===== config.mk =====
export PLATFORM = sky130hd
export DESIGN_NAME = sync_fifo_prog
export DESIGN_NICKNAME = d
export VERILOG_FILES = /design/src/rtl/sync_fifo_prog.sv
export SDC_FILE = /design/constraint.sdc
export NUM_CORES = 1
export LEC_CHECK = 0
export ABC_AREA = 0
export CAP_MARGIN = 20
export CORE_MARGIN = 1
export CORE_UTILIZATION = 60
export DETAILED_ROUTE_END_ITERATION = 6
export DONT_BUFFER_PORTS = 1
export PLACE_DENSITY = 0.87
export SLEW_MARGIN = 15
export SYNTH_ARGS = -nofsm -noshare
export SYNTH_HDL_FRONTEND = slang
export SYNTH_SLANG_ARGS = --single-unit

===== constraint.sdc =====
create_clock -name clk -period 3.7 [get_ports clk]
set_clock_uncertainty 0.1 [all_clocks]
set_input_delay 0 -clock clk [delete_from_list [all_inputs] [get_ports clk]]
set_output_delay 0 -clock clk [all_outputs]
set_load 0.05 [all_outputs]

===== src/rtl/sync_fifo_prog.sv =====
// sync_fifo_prog
//   Single-clock FIFO with register-array storage. It buffers cache datapath
//   words between the port ingress logic and the cache arbiter. The FIFO
//   provides run-time almost-full and almost-empty thresholds, an occupancy
//   count, sticky overflow and underflow flags, and a synchronous flush.
//   FWFT_EN selects one of two read modes:
//     FWFT_EN=1  first-word fall-through. The head word is visible on dout
//                with zero latency.
//     FWFT_EN=0  standard registered read. dout arrives one cycle after rd_en.
//
// Ports
//   clk, rst            rising-edge clock; synchronous active-high reset
//   flush               synchronous clear of contents and error flags
//   din, wr_en          write data and write request
//   rd_en               read request
//   dout, dout_valid    read data and its qualifier
//   full, empty         count == DEPTH / count == 0
//   almost_full         count >= af_thresh
//   almost_empty        count <= ae_thresh
//   af_thresh           run-time threshold for almost_full
//   ae_thresh           run-time threshold for almost_empty
//   count               current occupancy, 0..DEPTH
//   overflow            sticky: a write was attempted while the FIFO was full
//   underflow           sticky: a read was attempted while the FIFO was empty
module sync_fifo_prog #(
  parameter int DATA_WIDTH = 8,
  parameter int ADDR_WIDTH = 4,
  parameter bit FWFT_EN    = 1'b1
) (
  input  logic                  clk,
  input  logic                  rst,
  input  logic                  flush,
  input  logic [DATA_WIDTH-1:0] din,
  input  logic                  wr_en,
  output logic                  full,
  output logic                  almost_full,
  input  logic                  rd_en,
  output logic [DATA_WIDTH-1:0] dout,
  output logic                  dout_valid,
  output logic                  empty,
  output logic                  almost_empty,
  input  logic [ADDR_WIDTH:0]   af_thresh,
  input  logic [ADDR_WIDTH:0]   ae_thresh,
  output logic [ADDR_WIDTH:0]   count,
  output logic                  overflow,
  output logic                  underflow
);

  localparam int DEPTH = 1 << ADDR_WIDTH;
  localparam logic [ADDR_WIDTH:0] DEPTH_CNT = {1'b1, {ADDR_WIDTH{1'b0}}};

  logic [DATA_WIDTH-1:0] mem [DEPTH];
  logic [ADDR_WIDTH:0]   wptr;
  logic [ADDR_WIDTH:0]   rptr;
  logic [ADDR_WIDTH-1:0] waddr;
  logic [ADDR_WIDTH-1:0] raddr;
  logic                  wr_ok;
  logic                  rd_ok;
  logic [DATA_WIDTH-1:0] head;

  assign waddr = wptr[ADDR_WIDTH-1:0];
  assign raddr = rptr[ADDR_WIDTH-1:0];
  assign head  = mem[raddr];

  // Status flags depend only on the registered count and the thresholds.
  // This keeps them glitch-free with respect to wr_en and rd_en.
  assign full         = (count == DEPTH_CNT);
  assign empty        = (count == '0);
  assign almost_full  = (count >= af_thresh);
  assign almost_empty = (count <= ae_thresh);

  // When the FIFO is empty, the read is rejected. As a result, a write and a
  // read can never address the same slot in the same cycle.
  assign wr_ok = wr_en & ~full;
  assign rd_ok = rd_en & ~empty;

  // Pointers, occupancy and sticky flags. Reset takes priority over flush.
  always_ff @(posedge clk) begin
    if (rst || flush) begin
      wptr      <= '0;
      rptr      <= '0;
      count     <= '0;
      overflow  <= 1'b0;
      underflow <= 1'b0;
    end else begin
      if (wr_ok) wptr <= wptr + 1'b1;
      if (rd_ok) rptr <= rptr + 1'b1;
      if (wr_ok && !rd_ok) begin
        count <= count + 1'b1;
      end else if (rd_ok && !wr_ok) begin
        count <= count - 1'b1;
      end
      if (wr_en && full)  overflow  <= 1'b1;
      if (rd_en && empty) underflow <= 1'b1;
    end
  end

  // Storage is not reset. Writes are suppressed during reset and flush.
  always_ff @(posedge clk) begin
    if (!rst && !flush && wr_ok) mem[waddr] <= din;
  end

  generate
    if (FWFT_EN) begin : g_fwft
      // last_word holds the most recently popped word.
      // It drives dout whenever the FIFO has nothing to present.
      logic [DATA_WIDTH-1:0] last_word;

      always_ff @(posedge clk) begin
        if (rst) begin
          last_word <= '0;
        end else if (!flush && rd_ok) begin
          last_word <= head;
        end
      end

      assign dout       = empty ? last_word : head;
      assign dout_valid = ~empty;
    end else begin : g_std
      logic [DATA_WIDTH-1:0] dout_q;
      logic                  valid_q;

      // valid_q is a one-cycle pulse following each accepted read.
      always_ff @(posedge clk) begin
        if (rst) begin
          dout_q  <= '0;
          valid_q <= 1'b0;
        end else if (flush) begin
          valid_q <= 1'b0;
        end else begin
          valid_q <= rd_ok;
          if (rd_ok) dout_q <= head;
        end
      end

      assign dout       = dout_q;
      assign dout_valid = valid_q;
    end
  endgenerate

endmodule


; Yosys cells after proc, flatten, opt, wreduce, memory -nomap -nowiden
; Memory sizes are Yosys's and may differ from the RTL's. A register that Yosys moved wholly into a read port is not among the register bits.
; Cells that the tools add are included.
; W data, S select, Z words.
[totals]
reg_bits = 25
ram_bits = 128
wordCells = 39
n_memories = 1
[memory_table]
columns = memory, words, word_bits, read_ports, rd_ports_with_merged_regs, write_ports, line
row1 = mem, 16, 8, 1, 1, 1, 52  ; logic [DATA_WIDTH-1:0] mem [DEPTH];
[op_classes]
n_addsub = 4
n_lt_le_gt_ge = 2
eq_ne = 1
n_mux = 7
bitwise_logic = 4
reduce_logical = 14
[op_table]
columns = cell, n
row1 = $add A5 B1 Y5 const B, 3
row2 = $mux W5, 2
row3 = $mux W4, 2
row4 = $mux W8, 1
row5 = $logic_and A1 B1 Y1, 7
row6 = $eq A5 B5 Y1 const B, 1
row7 = $ge A5 B5 Y1, 1
row8 = $le A5 B5 Y1, 1
row9 = $logic_not A5 Y1, 1
row10 = $sub A5 B1 Y5 const B, 1
row11 = $logic_not A1 Y1, 4
row12 = $and A1 B1 Y1, 2
row13 = $mux W1, 2
row14 = $not A1 Y1, 2
row15 = $reduce_bool A2 Y1, 1
row16 = $logic_or A1 B1 Y1, 1

; Longest topological paths before layout
; Gate-level depths: netlist of run 1.
[logic_depth]
depth_word = 7
ltp_mapped = 10

; Worst setup path after synthesis of run 1
; No wires, ideal clock.
[synth_timing]
path_kind = flip-flop to flip-flop
start = register count[3]
end = register count[4]
setup_ns = 0.058
t_arrival_ns = 2.978
required_time_ns = 3.542
setup_slack_ns = 0.564
stages_incl_launch_ff = 11
n_path_buf = 0
period_less_slack_ns = 3.136
path_cell_list = dfxtp_1 > or4_4 > o21ai_4 > ha_1 > inv_1 > ha_1 > nor2b_1 > o21a_1 > or4_1 > a211oi_1 > a31o_2
[synth_via]
elab_chain_cells = 6
elab_cells_between_ends = 15
[synth_lines]
columns = element, line
row1 = start: declaration, 44  ; output logic [ADDR_WIDTH:0] count,
row2 = start signal: assignment, 89  ; count <= count + 1'b1;
row3 = start signal: assignment, 91  ; count <= count - 1'b1;
row4 = branches (longest 6 deep; another with $sub A5 B1 Y5), n/a
; Several ways; the timed one is not identified. The select of a mux whose other input is x is not followed.
; A chain may end at the register's enable or synchronous reset.

; Worst setup path after layout of run 1
[layout_timing]
start = register count[3]
end = register count[4]
[layout_via]
elab_chain_cells = 6
elab_cells_between_ends = 15
[layout_lines]
columns = element, line
row1 = $eq A5 B5 Y1 *, 67  ; assign full = (count == DEPTH_CNT);
row2 = $not A1 Y1 *, 74  ; assign wr_ok = wr_en & ~full;
row3 = $and A1 B1 Y1 *, 74
row4 = via wr_ok, 57  ; logic wr_ok;
row5 = $logic_not A1 Y1, 90  ; end else if (rd_ok && !wr_ok) begin
row6 = $logic_and A1 B1 Y1, 90
row7 = $reduce_bool A2 Y1 (no source line), n/a
; The timed path passes the listed nets; every way through them passes the cells marked *. The select of a mux whose other input is x is not followed.

==> results of run 1 <==
==> sequential cells by signal, indices dropped and copies added (netlist names), named ones only <==
| name | count |
|---|---|
| g_fwft.last_word | 8 |
| mem | 128 |
| count | 5 |
| wptr | 4 |
| overflow | 1 |
| rptr | 4 |
| underflow | 1 |
==> metrics by stage <==
step | utilization | cell area, um2 | hold WS, ns
global route | 0.715 | 7450 | 0.187
global placement | 0.646 | 6730 | -0.000537
floorplan | - | 6530 | -0.00113
finish | 0.715 | 7450 | 0.171
CTS | 0.715 | 7450 | 0.143
detailed placement | 0.646 | 6730 | -0.000646
==> worst register-to-register path, delay by kind of cell (launching register included) <==
kind            cells  cell delay (ns)
simple gates        3             1.15
compound gates      4             0.82
flops               1             0.35
buf+inv             1             0.13
fa+ha+maj           2             0.59
==> metal layers <==
layer	wire [um]	GRT usage	vias up	part of all wire
met5	0	0	-	0
met4	468	0.143	0	0.035
met3	1150	0.0613	48	0.086
met2	6870	0.448	219	0.51
met1	4900	0.307	1818	0.37
li1	-	-	1602	-
==> logic make-up (layout without fill, tap and decap cells) <==
logic type,after synthesis,after routing
buffers and inverters,31,82
DFF,155,155
adders and majority gates,20,20
xor gates and xnor gates,7,7
muxes,56,56
and+or+nand+nor,76,76
AOI/OAI and AO/OA,48,48
==> Yosys cell counts (3+ instances only) <==
cell type  number  share of area
inv_1          15         0.0086
xor2_1          6         0.0080
mux2i_1        16          0.025
o21a_1          4         0.0046
ha_1           19          0.036
a21oi_1        18          0.014
o22ai_1         9         0.0086
mux4_2         32           0.11
edfxtp_1      128           0.59
buf_2           5         0.0038
nand2_1         6         0.0034
buf_4           3         0.0034
dfxtp_1        27          0.083
nor2_1         44          0.025
clkbuf_8        3         0.0063
nand3_1         5         0.0038
nor2b_1         4         0.0038
a21o_1          8         0.0092
mux2_2          8          0.014
o21ai_0         3         0.0023
==> layout make-up <==
type,count,area [um2],area share
Clock inverter,15,158,0.0212
Inverter,15,56.3,0.00756
Sequential cell,155,4390,0.588
Multi-Input combinational cell,207,1970,0.264
Tap cell,136,170,0.0228
Clock buffer,17,414,0.0556
Timing Repair Buffer,35,300,0.0403
==> cell usage in the layout, fill, tap and decap left out, types with 2 or more instances in the layout <==
cell type      instances
nand3_1                5
inv_1                 15
edfxtp_1             128
buf_4                 20
dlygate4sd3_1         15
a21o_1                 8
nand4_1                2
and2_1                 2
o21a_1                 4
o21ai_0                3
a21oi_1               18
nor2_1                44
xor2_1                 6
nand2b_1               2
nor2b_1                4
or3_1                  2
mux2i_1               16
ha_1                  19
mux4_2                32
clkinv_4               4
dfxtp_1               26
nand2_1                6
mux2_2                 8
inv_6                  2
inv_8                  3
o22ai_1                9
clkinv_2               2
clkbuf_16             16
clkinvlp_4             2
==> worst min path at each step <==
stage,startpoint,to,depth (start not counted)
6_report,flush,mem[11][3],4
5_1_grt,flush,mem[3][6],3
4_1_cts,flush,mem[3][6],3
3_5_place_dp,din[2],mem[12][2],0
3_3_place_gp,din[2],mem[8][2],0
2_1_floorplan,din[0],mem[0][0],0
==> report_power, final <==
group          internal, uW  total (uW)  switching (uW)
clock                   916        1670             751
combinational           306        1050             747
sequential             1920        1960            43.8
total                  3140        4680            1540
==> impl_metrics.csv, run 1 <==
group,metric,value,unit
setup_path,cp.arrival,3.58,ns
setup_path,r2r_setup_slack,0.51,ns
setup_path,path_depth,10,
die,fp.dieW,106,um
setup_path,cpMaxStageDelayCell,"nor4_1",
die,dieHeight,106,um
worst_hold_path,hold_path_class,"in -> reg",
logic_synthesis,synth-xor-area-share,0.00939,
grt,grt_max_degree,33,
sta,fmax,0.314,GHz
setup_path,crit_start,"count[3]",
logic_synthesis,synth_warnings,0,
cts,clkTransAtPathRegs,0.07,ns
cts,cts_tree,"yes",
setup_path,critPathKind,"reg -> reg",
sta,slew_headroom,0.359,
grt,grt_pass1_vias,3915,
sta,min_period,3.19,ns
logic_synthesis,synth_edf_count,128,
logic_synthesis,synth-simple-area-share,0.0561,
sta,period_share,0.862,
sta,fin_setup_tns,0,ns
layout,area_growth,14.1,%
setup_path,cpMostUsedCell,"ha_1",
sta,drv_slew,0,
cts,cts_resized,0,
sta,report.final.setup_viol,0,
layout,fill_cells,595,
routing,drt_iter0_markers,348,
cts,clk_latency,0.55,ns
routing,post_drt_wl_per_cell,23.1,um
cts,clockBufferDepth,2,
pwr,ir_worst_vdd,0.563,mV
placed_design,hpwl,8020,um
setup_path,crit_chain,"nor4_1 > a21boi_2 > ha_1 > inv_1 > ha_1 > nor2b_1 > o21a_1 > or4_1 > a211oi_1 > a31o_2",
logic_synthesis,synth-async-reset-ratio,0,
layout,diodes,0,
cts,cts_hold_buffers,15,
die,initial_core_util,0.627,
grt,antenna_found_initial,0,
die,io_pins,43,
logic_synthesis,ys_types,44,
placed_design,io_buffers,0,
logic_synthesis,synth_top_family_by_area,"multiplexers",
logic_synthesis,synth_area,6530,um2
logic_synthesis,synth_ff_type,"edfxtp_1",
logic_synthesis,synth_fa_ha_area_frac,0.0395,
die,core_area,10400,um2
placed_design,dp_cells,533,
setup_path,critPathTopFamily,"simple AND/OR/NAND/NOR gates",
grt,grt_use_total,0.262,
layout,drive_gt1_frac,0.230,
setup_path,critPathCaptureType,"register",
layout,nets,474,
setup_path,critPathMaxFanout,9,
cts,cts_setup_buffers,0,
sta,rsz0062_at_grt,"no",
setup_path,cp-endpoint,"count[4]",
routing,drc,0,
job,max_cap_viol_count,0,
logic_synthesis,syn_area_per_cell,16.6,um2
setup_path,ff2ff_path_depth,10,
cts,cts_inserted_buffers,17,
setup_path,r2r-start,"count[3]",
run_status,outcome,"finished, final reports clean",
die,die-area,11300,um2
cts,root_buffer,"clkbuf_8",
sta,tightest_slew,0.957,ns
setup_path,start_kind,"register",
sta,finalHoldViolations,0,
logic_synthesis,syn_nets,436,
routing,ant_nets,0,
routing,routed_wl,13400,um
pwr,powerDensity,628,nW/um2
cts,h-tree-depth,4,
routing,via_per_inst,6.36,
setup_path,worst_path_largest_cell_delay,0.55,ns
logic_synthesis,postSynthCellCount,393,
logic_synthesis,synth_compound_area_frac,0.0477,
logic_synthesis,synthMuxAreaShare,0.149,
layout,instances_no_fill,580,
setup_path,path_buf_inv,1,
sta,worst_slack,0.511,ns
grt,grt_pass1_wl,20900,um
routing,vias,3687,
logic_synthesis,synth_seq_cells,155,
logic_synthesis,yosysSeqAreaShare,0.671,
pwr,power_leakage,0.00256,uW
cts,numClockSinks,155,
pwr,power,4680,uW
placed_design,pre_cts_slack,0.560,ns
setup_path,r2r-end,"count[4]",
die,rows,37,
placed_design,gp_congestion,0.856,
setup_path,cp.required,4.09,ns
grt,gr-total-overflow,0,
routing,first_pass_iters,5,
No activity file was read; power rests on OpenSTA's default activity.
==> run 2, diff against run 1 <==
ABC_AREA = 1   (was 0)
==> impl_metrics.csv, run 2 <==
group,metric,value,unit
sta,slew_headroom,0.268,
pwr,p_sw,1420,uW
routing,drt_iter0_markers,597,
routing,drc,0,
sta,period_share,0.934,
sta,drv_slew,0,
grt,grt_pass1_vias,5397,
logic_synthesis,synth_edf_count,128,
logic_synthesis,synth_common_cells,"nand2_1 (253), edfxtp_1 (128), inv_1 (114), nand3_1 (97), dfxtp_1 (27)",
grt,gr-total-overflow,0,
die,die-area,12300,um2
run_status,outcome,"finished, final reports clean",
setup_path,cp.arrival,3.73,ns
pwr,power_leakage,0.00343,uW
logic_synthesis,synthTopCellsByArea,"edfxtp_1 (54%), nand2_1 (13%), dfxtp_1 (7.6%), nand3_1 (6.8%), inv_1 (6.0%)",
die,fp.dieW,111,um
cts,clk_latency,0.43,ns
sta,fmax,0.289,GHz
logic_synthesis,yosysSeqAreaShare,0.617,
layout,top_regs,"mem x128, g_fwft.last_word x8, count x5",
logic_synthesis,synth_ff_type,"edfxtp_1",
die,core_area,11500,um2
logic_synthesis,synth_largest_area_cell,"edfxtp_1",
sta,tightest_slew,1.10,ns
routing,via_per_inst,5.79,
pwr,comb_power_share,0.187,
setup_path,critPathCaptureType,"register",
logic_synthesis,synth-async-reset-ratio,0,
layout,instances_no_fill,921,
logic_synthesis,synth_top_area_share,0.541,
routing,routed_wl,16900,um
die,io_pins,43,
cts,h-tree-depth,4,
placed_design,dp_cells,871,
cts,root_buffer,"clkbuf_16",
cts,cts_setup_buffers,0,
placed_design,io_buffers,0,
worst_hold_path,hold_path_class,"in -> reg",
cts,numClockSinks,155,
cts,cts_inserted_buffers,17,
sta,fin_setup_tns,0,ns
sta,min_period,3.46,ns
setup_path,critPathKind,"reg -> reg",
sta,finalHoldViolations,0,
die,dieHeight,111,um
sta,report.final.setup_viol,0,
layout,largest_register,"mem",
setup_path,start_kind,"register",
pwr,powerDensity,579,nW/um2
setup_path,cp.required,3.98,ns
layout,area_growth,12.0,%
grt,grt_pass1_wl,26900,um
logic_synthesis,synth_seq_cells,155,
logic_synthesis,postSynthCellCount,747,
grt,grt_max_degree,65,
setup_path,critPathMaxFanout,33,
logic_synthesis,syn_nets,790,
logic_synthesis,yosysMostFrequentCell,"nand2_1",
grt,antenna_found_initial,1,
logic_synthesis,syn_area_per_cell,9.52,um2
layout,final_cell_mix,"nand2_1 (253), edfxtp_1 (128), inv_1 (114)",
routing,first_pass_iters,5,
cts,cts_tree,"yes",
logic_synthesis,synth_area,7110,um2
layout,nets,807,
grt,grt_use_total,0.290,
setup_path,ff2ff_path_depth,10,
layout,largest_reg_flops,128,
worst_hold_path,min_path_cells,3,
pwr,p_sw_frac,0.308,
routing,ant_nets,0,
placed_design,hpwl,9740,um
logic_synthesis,synth_warnings,0,
die,rows,39,
placed_design,gp_congestion,0.873,
layout,drive_gt1_frac,0.0644,
sta,rsz0062_at_grt,"no",
pwr,pwr-share-seq,0.421,
logic_synthesis,ys_types,28,
routing,post_drt_wl_per_cell,18.3,um
routing,vias,5335,
pwr,power.internal,3190,uW
job,max_cap_viol_count,0,
layout,mostFrequentLayoutCell,"nand2_1",
cts,clockBufferDepth,2,
die,initial_core_util,0.620,
pwr,ir_worst_vdd,0.468,mV
pwr,p_clk_frac,0.391,
cts,clkTransAtPathRegs,0.06,ns
run 2: final cells by class:
| type | instances | area, um2 |
|---|---|---|
| inverters | 118 | 443 |
| multi-input cells | 447 | 2100 |
| repair buffers | 25 | 240 |
| flip-flops and latches | 155 | 4390 |
| diodes | 1 | 2.50 |
| clock buffers | 17 | 425 |
| fillers | 746 | 3500 |
| clock inverters | 15 | 189 |
| well taps | 143 | 179 |
run 2: worst paths after layout:
check / endpoint / start / slack, ns
min reg2reg: register / rptr[3] / 0.36
min: overflow / wr_en / 0.26
max: g_fwft.last_word[4] / register / 0.24
max reg2reg: g_fwft.last_word[4] / register / 0.24
run 2: what timing repair did:
| action | 4_1_cts | 5_1_grt |
|---|---|---|
| hold buffers | 16 | 0 |
| gates resized for setup | 0 | 0 |
| endpoints found under the hold margin | 155 | 0 |
run 2: layer usage:
metal	GRT usage	routed length, um
met1	0.341	6170
met2	0.478	8350
met3	0.0820	1520
met4	0.166	822
met5	0	0
run 2: metrics by stage:
step                hold slack (ns)   util  instance area [um2]  setup WS, ns  power (uW)
floorplan                  -0.00113      -                 7110          1.18        2630
global placement          -0.000350  0.625                 7170         0.915        2730
detailed placement        -0.000401  0.625                 7170         0.779        2760
CTS                           0.217  0.693                 7940         0.373        4580
global route                  0.273  0.694                 7960        0.0660        4750
finish                        0.259  0.694                 7960         0.244        4610
run 2: power groups by stage:
stage,clock (uW),sequential [uW],combinational [uW]
after global placement,0,1980,755
after CTS,1800,1940,844
after floorplan,0,2020,615
after global routing,1880,1940,928
final,1810,1940,864
after detailed placement,0,1980,779
run 2: critical path, cell delays in order (launching register included):
cell	delay (ns)
dfxtp_1	0.32
buf_4	0.26
inv_1	0.84
nand3_1	0.21
nand3_1	0.15
nand3_1	0.20
nand3_1	0.12
dlygate4sd3_1	0.55
nand2_1	0.04
dlygate4sd3_1	0.55
inv_1	0.05
run 2: logic make-up (layout without fill, tap and decap cells):
logic type / after synthesis / count (layout) / share of synthesized area
compound gates: 42 / 42 / 0.0319
fa+ha+maj: 20 / 20 / 0.0363
simple gates: 382 / 382 / 0.224
flops: 155 / 155 / 0.617
xor+xnor: 3 / 3 / 0.00370
other cells: 0 / 1 / 0
buf+inv: 145 / 175 / 0.0880
